File: src/rtl/lane_gene_collector_if.sv
// Two-gene lane input bus plus the one-gene valid/ready bus toward the genome-memory writer.
// The slave side is the collector; the master side is the lane and the writer together.
interface lane_gene_collector_if #(
  parameter int unsigned GENE_SZ = 64
);
  logic [1:0]         state;
  logic [GENE_SZ-1:0] gene_in1;
  logic [GENE_SZ-1:0] gene_in2;
  logic [1:0]         in_valid;
  logic [GENE_SZ-1:0] gene_out;
  logic               out_valid;
  logic               out_ready;

  modport master (
    output state, gene_in1, gene_in2, in_valid, out_ready,
    input  gene_out, out_valid
  );

  modport slave (
    input  state, gene_in1, gene_in2, in_valid, out_ready,
    output gene_out, out_valid
  );
endinterface

File: src/rtl/lane_gene_collector.sv
// Buffers up to two genes per cycle from the mutation lane in a FWFT FIFO and hands them
// one at a time to the genome-memory writer; pulses done once the lane stops and the FIFO drains.
module lane_gene_collector #(
  parameter int unsigned GENE_SZ = 64,
  parameter int unsigned ATTR_SZ = 8,
  parameter int unsigned DEPTH   = 8,
  parameter int unsigned PTR_SZ  = 3
) (
  input  logic                   clk,
  input  logic                   rst,
  lane_gene_collector_if.slave   bus,
  output logic [PTR_SZ:0]        fifo_count,
  output logic [2*ATTR_SZ-1:0]   gene_count,
  output logic                   overflow,
  output logic                   busy,
  output logic                   done
);

  localparam logic [1:0] StIdle    = 2'd0;
  localparam logic [1:0] StCollect = 2'd1;
  localparam logic [1:0] StDrain   = 2'd2;
  localparam logic [1:0] StDone    = 2'd3;
  localparam int unsigned CW = PTR_SZ + 2;

  logic [1:0]           fsm_q, fsm_d;
  logic [GENE_SZ-1:0]   mem_q [DEPTH];
  logic [PTR_SZ-1:0]    wr_ptr_q, wr_ptr_d, rd_ptr_q, rd_ptr_d, wr_ptr_nxt;
  logic [PTR_SZ:0]      count_q, count_d, mem_count;
  logic [GENE_SZ-1:0]   out_q, out_d;
  logic                 out_valid_q, out_valid_d;
  logic [2*ATTR_SZ-1:0] gene_count_q, gene_count_d;
  logic                 overflow_q, overflow_d;

  logic                 active, capture, start, pop, drop;
  logic [CW-1:0]        free;
  logic [1:0]           n_push, n_valid, n_mem;
  logic [GENE_SZ-1:0]   p0, p1, m0, m1;

  assign active     = (bus.state == 2'b00) || (bus.state == 2'b10);
  assign capture    = active && ((fsm_q == StIdle) || (fsm_q == StCollect));
  assign start      = active && (fsm_q == StIdle);
  assign pop        = out_valid_q && bus.out_ready;
  // A same-cycle pop frees a slot for this cycle's pushes.
  assign free       = CW'(DEPTH) - CW'(count_q) + CW'(pop);
  assign mem_count  = count_q - (PTR_SZ+1)'(out_valid_q);
  assign wr_ptr_nxt = wr_ptr_q + PTR_SZ'(1);

  // Select accepted genes in lane order; gene_in1 wins the last free slot.
  always_comb begin
    n_push  = 2'd0;
    p0      = bus.gene_in1;
    p1      = bus.gene_in2;
    n_valid = capture ? ({1'b0, bus.in_valid[0]} + {1'b0, bus.in_valid[1]}) : 2'd0;
    if (capture) begin
      case (bus.in_valid)
        2'b01: if (free != '0) n_push = 2'd1;
        2'b10: begin
          p0 = bus.gene_in2;
          if (free != '0) n_push = 2'd1;
        end
        2'b11: begin
          if (free >= CW'(2))    n_push = 2'd2;
          else if (free != '0)   n_push = 2'd1;
        end
        default: ;
      endcase
    end
    drop = (n_push < n_valid);
  end

  // Refill the output register from storage first, else bypass the oldest new push.
  always_comb begin
    out_d       = out_q;
    out_valid_d = out_valid_q;
    rd_ptr_d    = rd_ptr_q;
    m0          = p0;
    m1          = p1;
    n_mem       = n_push;
    if (!out_valid_q || pop) begin
      if (mem_count != '0) begin
        out_d       = mem_q[rd_ptr_q];
        out_valid_d = 1'b1;
        rd_ptr_d    = rd_ptr_q + PTR_SZ'(1);
      end else if (n_push != 2'd0) begin
        out_d       = p0;
        out_valid_d = 1'b1;
        m0          = p1;
        n_mem       = n_push - 2'd1;
      end else begin
        out_valid_d = 1'b0;
      end
    end
    wr_ptr_d = wr_ptr_q + PTR_SZ'(n_mem);
    count_d  = count_q + (PTR_SZ+1)'(n_push) - (PTR_SZ+1)'(pop);
  end

  always_comb begin
    fsm_d = fsm_q;
    case (fsm_q)
      StIdle:    if (active) fsm_d = StCollect;
      StCollect: if (!active) fsm_d = StDrain;
      StDrain:   if (count_d == '0) fsm_d = StDone;
      StDone:    fsm_d = StIdle;
      default:   fsm_d = StIdle;
    endcase
    gene_count_d = (start ? '0 : gene_count_q) + (2*ATTR_SZ)'(pop);
    overflow_d   = (overflow_q && !start) || drop;
  end

  always_ff @(posedge clk or negedge rst) begin
    if (!rst) begin
      fsm_q        <= StIdle;
      wr_ptr_q     <= '0;
      rd_ptr_q     <= '0;
      count_q      <= '0;
      out_q        <= '0;
      out_valid_q  <= 1'b0;
      gene_count_q <= '0;
      overflow_q   <= 1'b0;
    end else begin
      fsm_q        <= fsm_d;
      wr_ptr_q     <= wr_ptr_d;
      rd_ptr_q     <= rd_ptr_d;
      count_q      <= count_d;
      out_q        <= out_d;
      out_valid_q  <= out_valid_d;
      gene_count_q <= gene_count_d;
      overflow_q   <= overflow_d;
    end
  end

  // Storage contents need no reset; pointers and count define what is live.
  always_ff @(posedge clk) begin
    if (n_mem != 2'd0) mem_q[wr_ptr_q]   <= m0;
    if (n_mem == 2'd2) mem_q[wr_ptr_nxt] <= m1;
  end

  assign bus.gene_out  = out_q;
  assign bus.out_valid = out_valid_q;
  assign fifo_count    = count_q;
  assign gene_count    = gene_count_q;
  assign overflow      = overflow_q;
  assign busy          = (fsm_q != StIdle);
  assign done          = (fsm_q == StDone);

endmodule

File: src/flat_wrapper.sv
// flat-port wrapper written by rule: the top's interface ports become plain ports
module lane_gene_collector_flat 
#(
  parameter int unsigned GENE_SZ = 64,
  parameter int unsigned ATTR_SZ = 8,
  parameter int unsigned DEPTH   = 8,
  parameter int unsigned PTR_SZ  = 3
)
  (clk, rst, fifo_count, gene_count, overflow, busy, done, bus_state, bus_gene_in1, bus_gene_in2, bus_in_valid, bus_out_ready, bus_gene_out, bus_out_valid);
  lane_gene_collector_if #(.GENE_SZ(GENE_SZ)) bus_i ();
  input  logic clk;
  input  logic rst;
  output logic [PTR_SZ:0] fifo_count;
  output logic [2*ATTR_SZ-1:0] gene_count;
  output logic overflow;
  output logic busy;
  output logic done;
  input wire logic [$bits(bus_i.state)-1:0] bus_state;
  input wire logic [$bits(bus_i.gene_in1)-1:0] bus_gene_in1;
  input wire logic [$bits(bus_i.gene_in2)-1:0] bus_gene_in2;
  input wire logic [$bits(bus_i.in_valid)-1:0] bus_in_valid;
  input wire logic [$bits(bus_i.out_ready)-1:0] bus_out_ready;
  output wire logic [$bits(bus_i.gene_out)-1:0] bus_gene_out;
  output wire logic [$bits(bus_i.out_valid)-1:0] bus_out_valid;
  assign bus_i.state = bus_state;
  assign bus_i.gene_in1 = bus_gene_in1;
  assign bus_i.gene_in2 = bus_gene_in2;
  assign bus_i.in_valid = bus_in_valid;
  assign bus_i.out_ready = bus_out_ready;
  assign bus_gene_out = bus_i.gene_out;
  assign bus_out_valid = bus_i.out_valid;
  lane_gene_collector #(.GENE_SZ(GENE_SZ), .ATTR_SZ(ATTR_SZ), .DEPTH(DEPTH), .PTR_SZ(PTR_SZ)) u_core (.clk(clk), .rst(rst), .bus(bus_i), .fifo_count(fifo_count), .gene_count(gene_count), .overflow(overflow), .busy(busy), .done(done));
endmodule
File: config.mk
export PLATFORM = sky130hd
export DESIGN_NAME = lane_gene_collector_flat
export DESIGN_NICKNAME = d
export VERILOG_FILES = /design/src/rtl/lane_gene_collector_if.sv /design/src/rtl/lane_gene_collector.sv /design/src/flat_wrapper.sv
export SDC_FILE = /design/constraint.sdc
export NUM_CORES = 1
export LEC_CHECK = 0
export ABC_AREA = 1
export CORE_MARGIN = 2
export CORE_UTILIZATION = 40
export DETAILED_ROUTE_END_ITERATION = 10
export GPL_TIMING_DRIVEN = 0
export PLACE_DENSITY = 0.64
export SYNTH_ARGS = -nofsm -noshare
export SYNTH_HDL_FRONTEND = slang
export SYNTH_SLANG_ARGS = --single-unit
File: constraint.sdc
create_clock -name clk -period 8.09 [get_ports clk]
set_input_delay 1.2135 -clock clk [delete_from_list [all_inputs] [get_ports clk]]
set_output_delay 1.2135 -clock clk [all_outputs]
set_load 0.02 [all_outputs]
==> flow_summary.json <==
{
  "status": "finished, final reports clean",
  "placed_cells": 4755,
  "cts_resized": 0,
  "yosysSeqAreaShare_pct": 57.3,
  "end_kind": "flop",
  "cts_root_buffer": "clkbuf_16",
  "dr.pass1.iters": 6,
  "cp-start-kind": "input port",
  "vias_per_cell": 5.55,
  "rows": 101,
  "hp-start": "u_core.overflow$_DFF_PN0_",
  "maxCapViolations": 0,
  "synthTopCellsByCount": "758 x nand2_1, 512 x edfxtp_1, 485 x o21ai_1, 476 x nor2_1, 395 x o21ai_0",
  "syn-instance-count": 3469,
  "dp_slack_ns": 2.36,
  "worstPathRequired_ns": 8.39,
  "synth_cell_types": 34,
  "start_util_pct": 40.5,
  "p_leak_nw": 14.3,
  "reg2reg_to": "u_core.mem_q[7][9]$_DFFE_PP_",
  "rr_startpoint": "u_core.bus.out_valid$_DFFE_PN0N_",
  "period_share_pct": 64.0,
  "die_x_um": 282,
  "overflow": 0,
  "ir_drop_mv": 0.187,
  "fillers": 7187,
  "grt_pass1_vias": 26300,
  "holdPathEnd": "u_core.overflow$_DFF_PN0_",
  "dieHeight_um": 282,
  "drt-initial-drc-count": 2766,
  "ff2ff_setup_slack_ns": 3.54,
  "drive_above_1_share_pct": 7.85,
  "holdWs_ns": 0.488,
  "wire_per_inst_um": 21.8,
  "drcViolationCount": 0,
  "hold_violations": 0,
  "antenna_found_initial": 1,
  "yosysMostFrequentCell": "nand2_1",
  "worstMarginPinSlew_ns": 1.24,
  "maxSlewViolCount": 0,
  "coreArea_mm2": 0.0763,
  "cts_tree": "yes",
  "totalWireLength_mm": 106,
  "instances_no_fill": 4879,
  "vias": 27100,
  "dieArea_mm2": 0.0796,
  "grt_pass1_wl_mm": 161,
  "portBuffers": 221,
  "cts_sinks": 606,
  "syn_area_per_cell_um2": 8.92,
  "cts_buffers": 68,
  "track_usage_pct": 26.6,
  "crit_type": "input port to flop",
  "place.gp.congestion": 0.870,
  "cts_setup_buffers": 0,
  "setup_viol": 0,
  "clk_pin_slew_ns": 0.06,
  "skew_ns": 0.0290,
  "max_slew_margin_pct": 17.3,
  "pin_count": 223,
  "hold_depth": 2,
  "num-nets-final": 3954,
  "ys_warn_count": 0,
  "min_path_type": "flop to flop",
  "period_minus_slack_ns": 5.18,
  "ant_nets": 0,
  "synth_fp_nets": 3628,
  "netlist_area_mm2": 0.0309,
  "areaGrowthSynthToFinish_pct": 20.6,
  "fin_ws_ns": 2.91,
  "synthArstFlopShare_pct": 15.5,
  "ctsLongestPathBuffers": 3,
  "grt_max_degree": 50,
  "hpwl_mm": 77.7,
  "holdBufCountCts": 0,
  "yosys.area.top_type": "edfxtp_1",
  "synth_top_area_share_pct": 49.7,
  "rsz0062_at_grt": "no",
  "synth_seq_cells": 606,
  "yosys_most_used_dff": "edfxtp_1",
  "reg2reg_depth": 17,
  "fmax_mhz": 193,
  "cp.arrival_ns": 5.48,
  "synth_edf_count": 512,
  "crit_fanout": 17,
  "synth_area_leaders": "edfxtp_1 50%, nand2_1 9.2%, o21ai_1 7.8%",
  "clock_latency_ns": 0.63,
  "htree_num_levels": 3,
  "powerDensity_mw_per_mm2": 344
}
-- per-layer routing --
| metal | up-vias | GRT usage, % | routed length (um) |
|---|---|---|---|
| li1 | 12800 | - | - |
| met1 | 12900 | 35.6 | 43800 |
| met2 | 1217 | 43.4 | 49800 |
| met3 | 181 | 4.40 | 8730 |
| met4 | 2 | 10.4 | 3940 |
| met5 | - | 0 | 13 |
-- logic make-up after synthesis --
family | synth area share, %
DFF | 57.3
and+or+nand+nor | 16.6
xor gates and xnor gates | 0.538
buffers and inverters | 5.31
AOI/OAI and AO/OA | 19.3
adders and majority gates | 1.02
-- flip-flops by register name (all words and copies together) (netlist names) --
name / cells
u_core.gene_count: 16
u_core.wr_ptr_q: 3
u_core.fifo_count: 4
u_core.rd_ptr_q: 3
u_core.bus.out_valid: 1
u_core.bus.gene_out: 64
u_core.overflow: 1
u_core.mem_q: 512
u_core.fsm_q: 2
-- power breakdown --
group          switching [W]  total, W  internal, W
registers           0.000218   0.00432      0.00410
clock network        0.00130   0.00300      0.00170
logic                0.00370   0.00551      0.00181
-- final cells by class --
| type | instances | area, um2 | area share, % |
|---|---|---|---|
| antenna | 1 | 2.50 | 0.00671 |
| buffer | 268 | 1200 | 3.23 |
| clock buffer | 104 | 1950 | 5.23 |
| clock inverter | 19 | 139 | 0.372 |
| inverter | 117 | 439 | 1.18 |
| multi-input combinational | 2478 | 11700 | 31.3 |
| sequential | 606 | 17700 | 47.5 |
| tap | 1030 | 1290 | 3.45 |
| timing repair buffer | 256 | 2880 | 7.71 |
-- critical path, stage by stage --
cell and delay (ns):
clkdlybuf4s50_1 0.50, nand2_1 0.08, ha_1 0.20, inv_1 0.06, ha_1 0.21, inv_1 0.06
nand2_1 0.06, nor2_2 0.15, nand3_1 0.08, nand2_1 0.12, nand2_2 0.11, or2_1 0.25
nand2_1 0.23, clkinv_1 0.56, o31ai_4 0.95, buf_16 0.24, buf_16 0.17, buf_8 0.21
-- cell usage in the layout (no fill, tap or decap), types with 2 or more instances in the layout --
cell type and n:
inv_1 110, xor2_1 13, nand2_2 2, ha_1 22
or2_2 2, nor3_1 2, dfrtp_1 94, clkinv_2 5
clkinv_8 2, buf_1 10, edfxtp_1 512, o21ai_0 394
buf_16 11, clkbuf_16 71, buf_6 4, o211ai_1 64
clkbuf_8 5, xnor2_1 6, buf_8 24, o22ai_1 64
inv_6 2, o21ai_2 20, buf_4 4, o31ai_4 8
nor2_1 476, a21oi_1 6, o21ai_1 486, nand4_1 3
nor3_2 2, a31oi_1 65, buf_2 128, inv_2 5
clkbuf_1 150, nor2_2 3, nand3_1 77, nand2_1 758
clkinv_1 11, clkdlybuf4s50_1 220, fa_1 2
-- worst max-delay path by stage --
stage / startpoint / end / slack, ns / depth (start not counted)
2_1_floorplan: bus_out_ready / u_core.mem_q[0][0]$_DFFE_PP_ / 0.04 / 14
3_3_place_gp: bus_out_ready / u_core.mem_q[0][37]$_DFFE_PP_ / -4.86 / 15
3_5_place_dp: bus_out_ready / u_core.mem_q[7][21]$_DFFE_PP_ / 2.36 / 18
4_1_cts: bus_out_ready / u_core.mem_q[7][9]$_DFFE_PP_ / 2.98 / 18
5_1_grt: bus_out_ready / u_core.mem_q[7][9]$_DFFE_PP_ / 2.74 / 18
6_report: bus_out_ready / u_core.mem_q[7][9]$_DFFE_PP_ / 2.91 / 18
-- through the flow --
stage	cell area, um2	util, %	setup TNS [ns]	power (W)
finish	37300	48.9	0	0.0128
global route	37300	48.9	0	0.0135
CTS	37300	48.9	0	0.0128
detailed placement	35200	46.1	0	0.00980
global placement	34400	45.1	-2265.12	0.00965
floorplan	30900	-	0	0.00764
(Power assumes the default switching activity.)
